<file path="config.mk">
export PLATFORM = sky130hd
export DESIGN_NAME = mux4to1_rr
export DESIGN_NICKNAME = d
export VERILOG_FILES = /design/src/rtl/mux4_pkg.sv /design/src/rtl/mux4to1_rr_arb4.sv /design/src/rtl/mux4to1_rr.sv
export SDC_FILE = /design/constraint.sdc
export NUM_CORES = 1
export LEC_CHECK = 0
export CAP_MARGIN = 25
export CORE_MARGIN = 2
export CORE_UTILIZATION = 48
export CTS_BUF_LIST = sky130_fd_sc_hd__clkbuf_4 sky130_fd_sc_hd__clkbuf_8
export CTS_CLUSTER_SIZE = 14
export DETAILED_ROUTE_END_ITERATION = 16
export PLACE_DENSITY = 0.95
export SETUP_SLACK_MARGIN = 0.05
export SYNTH_ARGS = -nofsm -noshare
export SYNTH_HDL_FRONTEND = slang
export SYNTH_SLANG_ARGS = --single-unit
</file>
<file path="constraint.sdc">
create_clock -name clk -period 7.77 [get_ports clk]
set_input_delay 1.554 -clock clk [delete_from_list [all_inputs] [get_ports clk]]
set_output_delay 1.554 -clock clk [all_outputs]
set_load 0.02 [all_outputs]
</file>
<file path="src/rtl/mux4_pkg.sv">
// ---------------------------------------------------------------------------
// mux4_pkg
// Shared definitions for the 4-to-1 round-robin merge stage and the matching
// 1-to-4 demultiplexer. The 2-bit channel code doubles as the output tag
// {sel0, sel1}, so both sides encode and decode lanes the same way.
// ---------------------------------------------------------------------------
package mux4_pkg;

  localparam int WIDTH_DEFAULT = 8;

  localparam logic [1:0] CH_A = 2'b00;
  localparam logic [1:0] CH_B = 2'b01;
  localparam logic [1:0] CH_C = 2'b10;
  localparam logic [1:0] CH_D = 2'b11;

  // Pointer starts on d so that a is searched first after reset.
  localparam logic [1:0] RR_RESET = CH_D;

  // Tag helpers: the code is carried as {sel0, sel1}.
  function automatic logic tag_sel0(input logic [1:0] code);
    return code[1];
  endfunction

  function automatic logic tag_sel1(input logic [1:0] code);
    return code[0];
  endfunction

  function automatic logic [1:0] tag_code(input logic sel0, input logic sel1);
    return {sel0, sel1};
  endfunction

endpackage

</file>
<file path="src/rtl/mux4to1_rr_arb4.sv">
// ---------------------------------------------------------------------------
// rr_arb4
// Combinational 4-way round-robin arbiter. The search begins at the channel
// after `last` and wraps d -> a; the first requester found wins.
//
// Ports:
//   req     [3:0]  request per channel (bit 0 = a ... bit 3 = d)
//   last    [1:0]  most recently granted channel
//   en             grants allowed this cycle; no grant when low
//   gnt     [3:0]  one-hot grant (all zero when no grant)
//   gnt_idx [1:0]  index of the granted channel (equals last when no grant)
// ---------------------------------------------------------------------------
module rr_arb4
  import mux4_pkg::*;
(
  input  logic [3:0] req,
  input  logic [1:0] last,
  input  logic       en,
  output logic [3:0] gnt,
  output logic [1:0] gnt_idx
);

  logic       w_found;
  logic [1:0] w_idx;

  always_comb begin
    gnt     = 4'b0000;
    gnt_idx = last;
    w_found = 1'b0;
    w_idx   = last;
    // Offsets 1..4 visit every channel once; offset 4 lands on `last`
    // itself, so a lone requester is granted regardless of the pointer.
    for (int i = 1; i <= 4; i++) begin
      w_idx = last + 2'(i);
      if (en && !w_found && req[w_idx]) begin
        gnt[w_idx] = 1'b1;
        gnt_idx    = w_idx;
        w_found    = 1'b1;
      end
    end
  end

endmodule

</file>
<file path="src/rtl/mux4to1_rr.sv">
// ---------------------------------------------------------------------------
// mux4to1_rr
// Merges four valid/ready source channels onto one output stream with
// round-robin arbitration and a one-word output register. Each output word
// carries the {sel0, sel1} code of its source lane.
//
// Ports:
//   clk, reset                    clock, asynchronous active-high reset
//   {a,b,c,d}_valid / _data       source channel word offered
//   {a,b,c,d}_ready               source word accepted this cycle
//   out_valid / out_data          output register contents
//   out_sel0 / out_sel1           source tag of the output word
//   out_ready                     consumer accepts the output word
// ---------------------------------------------------------------------------
module mux4to1_rr
  import mux4_pkg::*;
#(
  parameter int WIDTH = WIDTH_DEFAULT
) (
  input  logic             clk,
  input  logic             reset,
  input  logic             a_valid,
  input  logic             b_valid,
  input  logic             c_valid,
  input  logic             d_valid,
  input  logic [WIDTH-1:0] a_data,
  input  logic [WIDTH-1:0] b_data,
  input  logic [WIDTH-1:0] c_data,
  input  logic [WIDTH-1:0] d_data,
  output logic             a_ready,
  output logic             b_ready,
  output logic             c_ready,
  output logic             d_ready,
  output logic             out_valid,
  output logic [WIDTH-1:0] out_data,
  output logic             out_sel0,
  output logic             out_sel1,
  input  logic             out_ready
);

  logic             r_out_valid;
  logic [WIDTH-1:0] r_out_data;
  logic [1:0]       r_out_code;
  logic [1:0]       r_last;

  logic [3:0]       w_req;
  logic [3:0]       w_gnt;
  logic [1:0]       w_gnt_idx;
  logic             w_load_en;
  logic             w_any_gnt;
  logic [WIDTH-1:0] w_win_data;

  // The register may take a new word when empty or when its word leaves
  // this same cycle, which gives back-to-back transfers with no bubble.
  assign w_load_en = ~r_out_valid | out_ready;
  assign w_req     = {d_valid, c_valid, b_valid, a_valid};
  assign w_any_gnt = |w_gnt;

  rr_arb4 u_arb (
    .req     (w_req),
    .last    (r_last),
    .en      (w_load_en & ~reset),
    .gnt     (w_gnt),
    .gnt_idx (w_gnt_idx)
  );

  always_comb begin
    w_win_data = a_data;
    case (w_gnt_idx)
      CH_A: w_win_data = a_data;
      CH_B: w_win_data = b_data;
      CH_C: w_win_data = c_data;
      CH_D: w_win_data = d_data;
      default: w_win_data = a_data;
    endcase
  end

  always_ff @(posedge clk or posedge reset) begin
    if (reset) begin
      r_out_valid <= 1'b0;
      r_out_data  <= '0;
      r_out_code  <= CH_A;
      r_last      <= RR_RESET;
    end else if (w_load_en) begin
      if (w_any_gnt) begin
        r_out_valid <= 1'b1;
        r_out_data  <= w_win_data;
        r_out_code  <= w_gnt_idx;
        r_last      <= w_gnt_idx;
      end else begin
        // Drain: data, tag and pointer keep their last values.
        r_out_valid <= 1'b0;
      end
    end
  end

  assign a_ready   = w_gnt[0];
  assign b_ready   = w_gnt[1];
  assign c_ready   = w_gnt[2];
  assign d_ready   = w_gnt[3];
  assign out_valid = r_out_valid;
  assign out_data  = r_out_data;
  assign out_sel0  = tag_sel0(r_out_code);
  assign out_sel1  = tag_sel1(r_out_code);

endmodule
</file>
======== Yosys cells after proc, flatten, opt, wreduce, memory -nomap -nowiden ========
Index checks and enable logic that the tools add are counted.
storage, ports and cells
  register bits ........................... 13
  input bits .............................. 39
  output and inout bits ................... 15
  logic and storage cells ................. 71
operators by class
  $add $sub $neg .......................... 3
  magnitude comparators ................... 8
  eq/ne operators ......................... 3
  muxes and demuxes ....................... 29
  bitwise gates (word level) .............. 7
  reduce and logical (&&, ||, !) cells .... 17
operators with widths
  kind                 number
  $pmux 8 s4           1
  $mux 4               4
  $lt 2x3->1 const B   4
  $mux 1               12
  $or 4x4->4           3
  $logic_and 1x1->1    11
  $bmux 1 s2           4
  $demux 1 s2          4
  $ge 2x1->1 const B   4
  $mux 2               4
  $add 2x2->2 const B  2
  $eq 2x2->1 const B   2
  $reduce_or 4->1      1
  $logic_not 1->1      3
  $add 2x1->2 const B  1
  $eq 2x1->1 const B   1
  $logic_not 2->1      1
  $not 1->1            2
  $reduce_and 2->1     1
  $and 1x1->1          1
  $or 1x1->1           1

======== Logic depth before layout (Yosys ltp) ========
  word-level depth ........................ 19
  mapped depth ............................ 12
  depth with buffers taken out ............ 9

======== Hierarchy ========
Synthesis repeated with hierarchy kept, for this count alone.
unflattened totals
  cell total of the unflattened synthesis .. 114
  area total of the unflattened synthesis .. 1251.2 µm²
by module, submodules not included
  module      instances  cells each  area an instance (µm²)  sequential area each (µm²)
  mux4to1_rr  1          42          714.4                   327.8
  rr_arb4     1          72          536.8                   0.0

======== Least setup slack after synthesis ========
OpenSTA, ideal clock, no wires.
  kind .................................... in2out
  from .................................... input port b_valid
  to ...................................... output port c_ready
  data arrival time ....................... 2.918 ns
  path slack .............................. 3.298 ns
  stages .................................. 6
  buffers on the path ..................... 1
  cells stage by stage .................... mux4_2 -> buf_6 -> nor2b_1 -> a21oi_1 -> nand2_1 -> a21oi_1
between the ends
  word-level cells in the longest chain between the ends .. 16
RTL lines
  what                             line                   source
  start: declaration               mux4to1_rr.sv:23       input logic b_valid,
  $bmux 1 s2                       mux4to1_rr_arb4.sv:35  if (en && !w_found && req[w_idx]) begin
  $mux 1 (implied by the code)     mux4to1_rr_arb4.sv:35
  $logic_and 1x1->1                mux4to1_rr_arb4.sv:35
  $mux 1                           mux4to1_rr_arb4.sv:35
  $logic_not 1->1                  mux4to1_rr_arb4.sv:35
  $logic_and 1x1->1 (2 in series)  mux4to1_rr_arb4.sv:35
  $mux 1                           mux4to1_rr_arb4.sv:35
  $logic_not 1->1                  mux4to1_rr_arb4.sv:35
  $logic_and 1x1->1 (2 in series)  mux4to1_rr_arb4.sv:35
  $mux 1                           mux4to1_rr_arb4.sv:35
  $logic_not 1->1                  mux4to1_rr_arb4.sv:35
  $logic_and 1x1->1 (2 in series)  mux4to1_rr_arb4.sv:35
  $mux 4 *                         mux4to1_rr_arb4.sv:35
  end: declaration                 mux4to1_rr.sv:32       output logic c_ready,
Mark *: on every way between the ends. The rest lies on a longest branch, timed or not. The select of a mux whose other input is x is not followed.

======== Worst setup path after layout ========
  from .................................... input port c_valid
  to ...................................... output port d_ready
between the ends
  word-level cells in the longest chain between the ends .. 16
RTL lines
  what                             line                   source
  start: declaration               mux4to1_rr.sv:24       input logic c_valid,
  $bmux 1 s2                       mux4to1_rr_arb4.sv:35
  $mux 1 (implied by the code)     mux4to1_rr_arb4.sv:35
  $logic_and 1x1->1                mux4to1_rr_arb4.sv:35
  $mux 1                           mux4to1_rr_arb4.sv:35
  $logic_not 1->1                  mux4to1_rr_arb4.sv:35
  $logic_and 1x1->1 (2 in series)  mux4to1_rr_arb4.sv:35
  $mux 1                           mux4to1_rr_arb4.sv:35
  $logic_not 1->1                  mux4to1_rr_arb4.sv:35
  $logic_and 1x1->1 (2 in series)  mux4to1_rr_arb4.sv:35
  $mux 1                           mux4to1_rr_arb4.sv:35
  $logic_not 1->1                  mux4to1_rr_arb4.sv:35
  $logic_and 1x1->1 (2 in series)  mux4to1_rr_arb4.sv:35
  $mux 4 *                         mux4to1_rr_arb4.sv:35
  end: declaration                 mux4to1_rr.sv:33       output logic d_ready,
Marks and branches as above.

==> summary.md <==
| Metric | Value |
|---|---|
| Outcome | complete, no violations |
| Fin crit share | 70.43% |
| WL final | 3050 um |
| Fin. Hold Viols | 0 |
| Largest net degree at the start of global routing | 16 |
| Final #Nets | 223 |
| Total negative slack | 0 ps |
| Die area | 3191 sq um |
| Slew Viols, Final | 0 |
| Setup crit end kind | output pin |
| Root Buffer | clkbuf_4 |
| Number of global-route vias before repair | 1,216 |
| Initial core utilization | 49.23% |
| Worst setup path category | input port to output pin |
| GRT Util Overall | 20.36% |
| Worst Min Path Start | out_data[3] |
| Reg2reg setup slack | 4070 ps |
| Post-route ant nets | 0 |
| Synth Warn # | 0 |
| RSZ-0062 raised after global routing | no |
| GPL Wtd Cong | 0.7744 |
| Die W | 56.49 um |
| Ys async rst share | 100.0% |
| Arr. time, crit path | 3920 ps |
| Leakage power | 0.8076 nW |
| Worst R2R End | out_data[7] |
| Cell with the most instances after synthesis | mux2i_1 |
| Clock-pin slew on the worst setup and hold paths | 80 ps |
| CTS Hold Buffers Added | 0 |
| Setup Fix Bufs, Post-CTS | 0 |
| CTS tree | yes |
| First-pass GRT wire length | 5188 um |
| Max Cap Viol | 0 |
| Clk buf depth | 2 |
| N_diodes | 0 |
| Min Tclk post-route | 5472 ps |
| I/O pin cnt | 54 |
| Sequence of cells on the critical path | clkdlybuf4s50_1 -> mux4_2 -> nand3b_1 -> a21oi_1 -> nand2_1 -> a21oi_1 -> clkdlybuf4s50_1 |
| Post-synth EDFFs | 0 |
| CTS sink cnt | 13 |
| Worst Path Max Fanout | 10 |
| Residual DRC | 0 |
| Avg Vias per Cell | 5.529 |
| Netlist cell types | 28 |
| Yosys top cell area share | 22.71% |
| Buffer and inverter count on the worst path | 2 |
| Ys flop type | dfrtp_1 |
| Final HPWL DP | 2439 um |
| Synthesized area per cell | 10.75 sq um |
| Final Setup Violations | 0 |
| Critical Path RT | 6220 ps |
| WHS Path Cells | 1 |
| CP peak stage delay | 620 ps |
| Drt first pass iters | 4 |
| Remaining Overflow, GRT | 0 |
| Peak Freq | 182.7 MHz |
| Syn-to-layout area delta | 41.34% |
| Post-synthesis sequential area ratio | 24.79% |
| Post-CTS sizing | 0 |
| IO buf count | 53 |
| #FFs+latches synth | 13 |
| Post-synthesis cell count | 123 |
| CP top delay family | buffers and inverters |
| Mean routed wirelength per cell | 14.81 um |
| Power per cell area | 419.2 nW/um^2 |
| Placed Area | 1832 sq um |
| DIE HEIGHT | 56.49 um |
| CP startpoint kind | input port |
| FP Rows | 19 |
| Area leader, netlist | mux2i_1 |
| Worst vdd ir | 0.2732 mV |
| Vias | 1,139 |
| CTS Buf Count | 3 |
| Core box area | 2686 sq um |
| DRT iter0 DRCs | 58 |
| Clock Skew | 3.490 ps |
| Rel. slew slack | 41.91% |
| Post-Syn Area | 1323 sq um |
| Design area | 1869 sq um |
| Syn nets | 170 |
| Hold Path Sink | out_data[3] |
| Critical path's slowest cell | clkdlybuf4s50_1 |
| Share of cells above drive strength 1 | 17.14% |
| R2r worst-path depth | 7 |
| Commonest cells post-synth | mux2i_1 (30), a21oi_1 (12), dfrtp_1 (11) |
| Worst Tran Pin Value | 871.4 ps |
| Synth area leaders | mux2i_1 (23%), dfrtp_1 (21%), ha_1 (7.6%) |
| H-Tree Depth | 1 |
| Hold WC Path Type | flip-flop to flip-flop |
| Initial antenna violation count | 0 |
| Clock latency on the worst-skew pair | 280 ps |
| FF-to-FF Start | r_last[0] |
placed cells by master (no fill, tap or decap), types with 3 or more instances in the layout:
| master | Yosys | layout |
|---|---|---|
| a21oi_1 | 12 | 12 |
| nand3b_1 | 4 | 4 |
| mux4_2 | 3 | 3 |
| dfrtp_1 | 11 | 11 |
| ha_1 | 8 | 8 |
| nor2_1 | 7 | 7 |
| nand2_1 | 4 | 4 |
| inv_1 | 3 | 3 |
| nor2b_1 | 6 | 6 |
| mux2_4 | 5 | 5 |
| clkdlybuf4s50_1 | 0 | 53 |
| mux2i_1 | 30 | 30 |
| mux2_2 | 8 | 8 |
| clkbuf_4 | 0 | 4 |
logic make-up (layout without fill, tap and decap cells):
logic type	after synthesis	count (layout)	synth area share, %
adders and majority gates	8	8	7.569
buffers and inverters	10	62	6.527
and+or+nand+nor	26	26	11.07
muxes	46	46	40.30
AOI/OAI and AO/OA	20	20	9.744
DFF	13	13	24.79
worst register-to-register path, cell delays in order (launching register included):
cell	delay (ps)
dfstp_2	730
inv_1	240
ha_1	450
mux2_2	370
mux2i_1	480
o21ai_0	230
a21oi_2	680
mux2_2	420
final cells by class:
type / count / area (sq um)
tap: 31 / 38.79
sequential: 13 / 327.8
timing repair buffer: 55 / 553.0
inverter: 3 / 11.26
fill: 196 / 817.0
clock buffer: 4 / 30.03
multi-input combinational: 100 / 908.4
worst max path at each step:
stage | from | endpoint | slack, ps | cells after the start
after global placement | d_valid | d_ready | 2380 | 7
after detailed placement | c_valid | c_ready | 2320 | 7
after CTS | c_valid | c_ready | 2310 | 7
after global routing | d_valid | c_ready | 2150 | 7
after floorplan | b_valid | c_ready | 3300 | 6
final | c_valid | d_ready | 2300 | 7
flip-flops by register name, indices dropped and copies added, names as in the netlist:
| name | cells |
|---|---|
| out_data | 8 |
| out_valid | 1 |
| r_last | 2 |
| r_out_code | 2 |
per-layer routing:
layer / track usage (%) / part of all wire [%] / vias up
met3: 4.147 / 5.5 / 7
met2: 35.88 / 50 / 42
met4: 8.163 / 2.1 / 0
li1: - / - / 549
met5: 0 / 0 / -
met1: 23.87 / 42 / 541
metrics by stage:
| step | std cells | power (W) | hold WS, ps | setup slack [ps] | utilization (%) |
|---|---|---|---|---|---|
| after global placement | 200 | 0.0007042 | 494.7 | 2383 | 67.63 |
| final | 206 | 0.0007836 | 512.4 | 2298 | 69.59 |
| after floorplan | 123 | 0.0006000 | 631.6 | 3298 | - |
| after global routing | 206 | 0.0008402 | 531.3 | 2145 | 69.59 |
| after detailed placement | 201 | 0.0007337 | 493.9 | 2321 | 68.19 |
| after CTS | 205 | 0.0007817 | 515.3 | 2310 | 69.31 |
power breakdown:
part | leakage, nW | internal [W] | switching (W) | total [W]
registers | 0.150 | 0.000109 | 0.0000380 | 0.000147
logic | 0.639 | 0.000307 | 0.000285 | 0.000592
clock network | 0.0184 | 0.0000234 | 0.0000218 | 0.0000452
total | 0.808 | 0.000439 | 0.000345 | 0.000784
No activity file was read; power rests on OpenSTA's default activity.
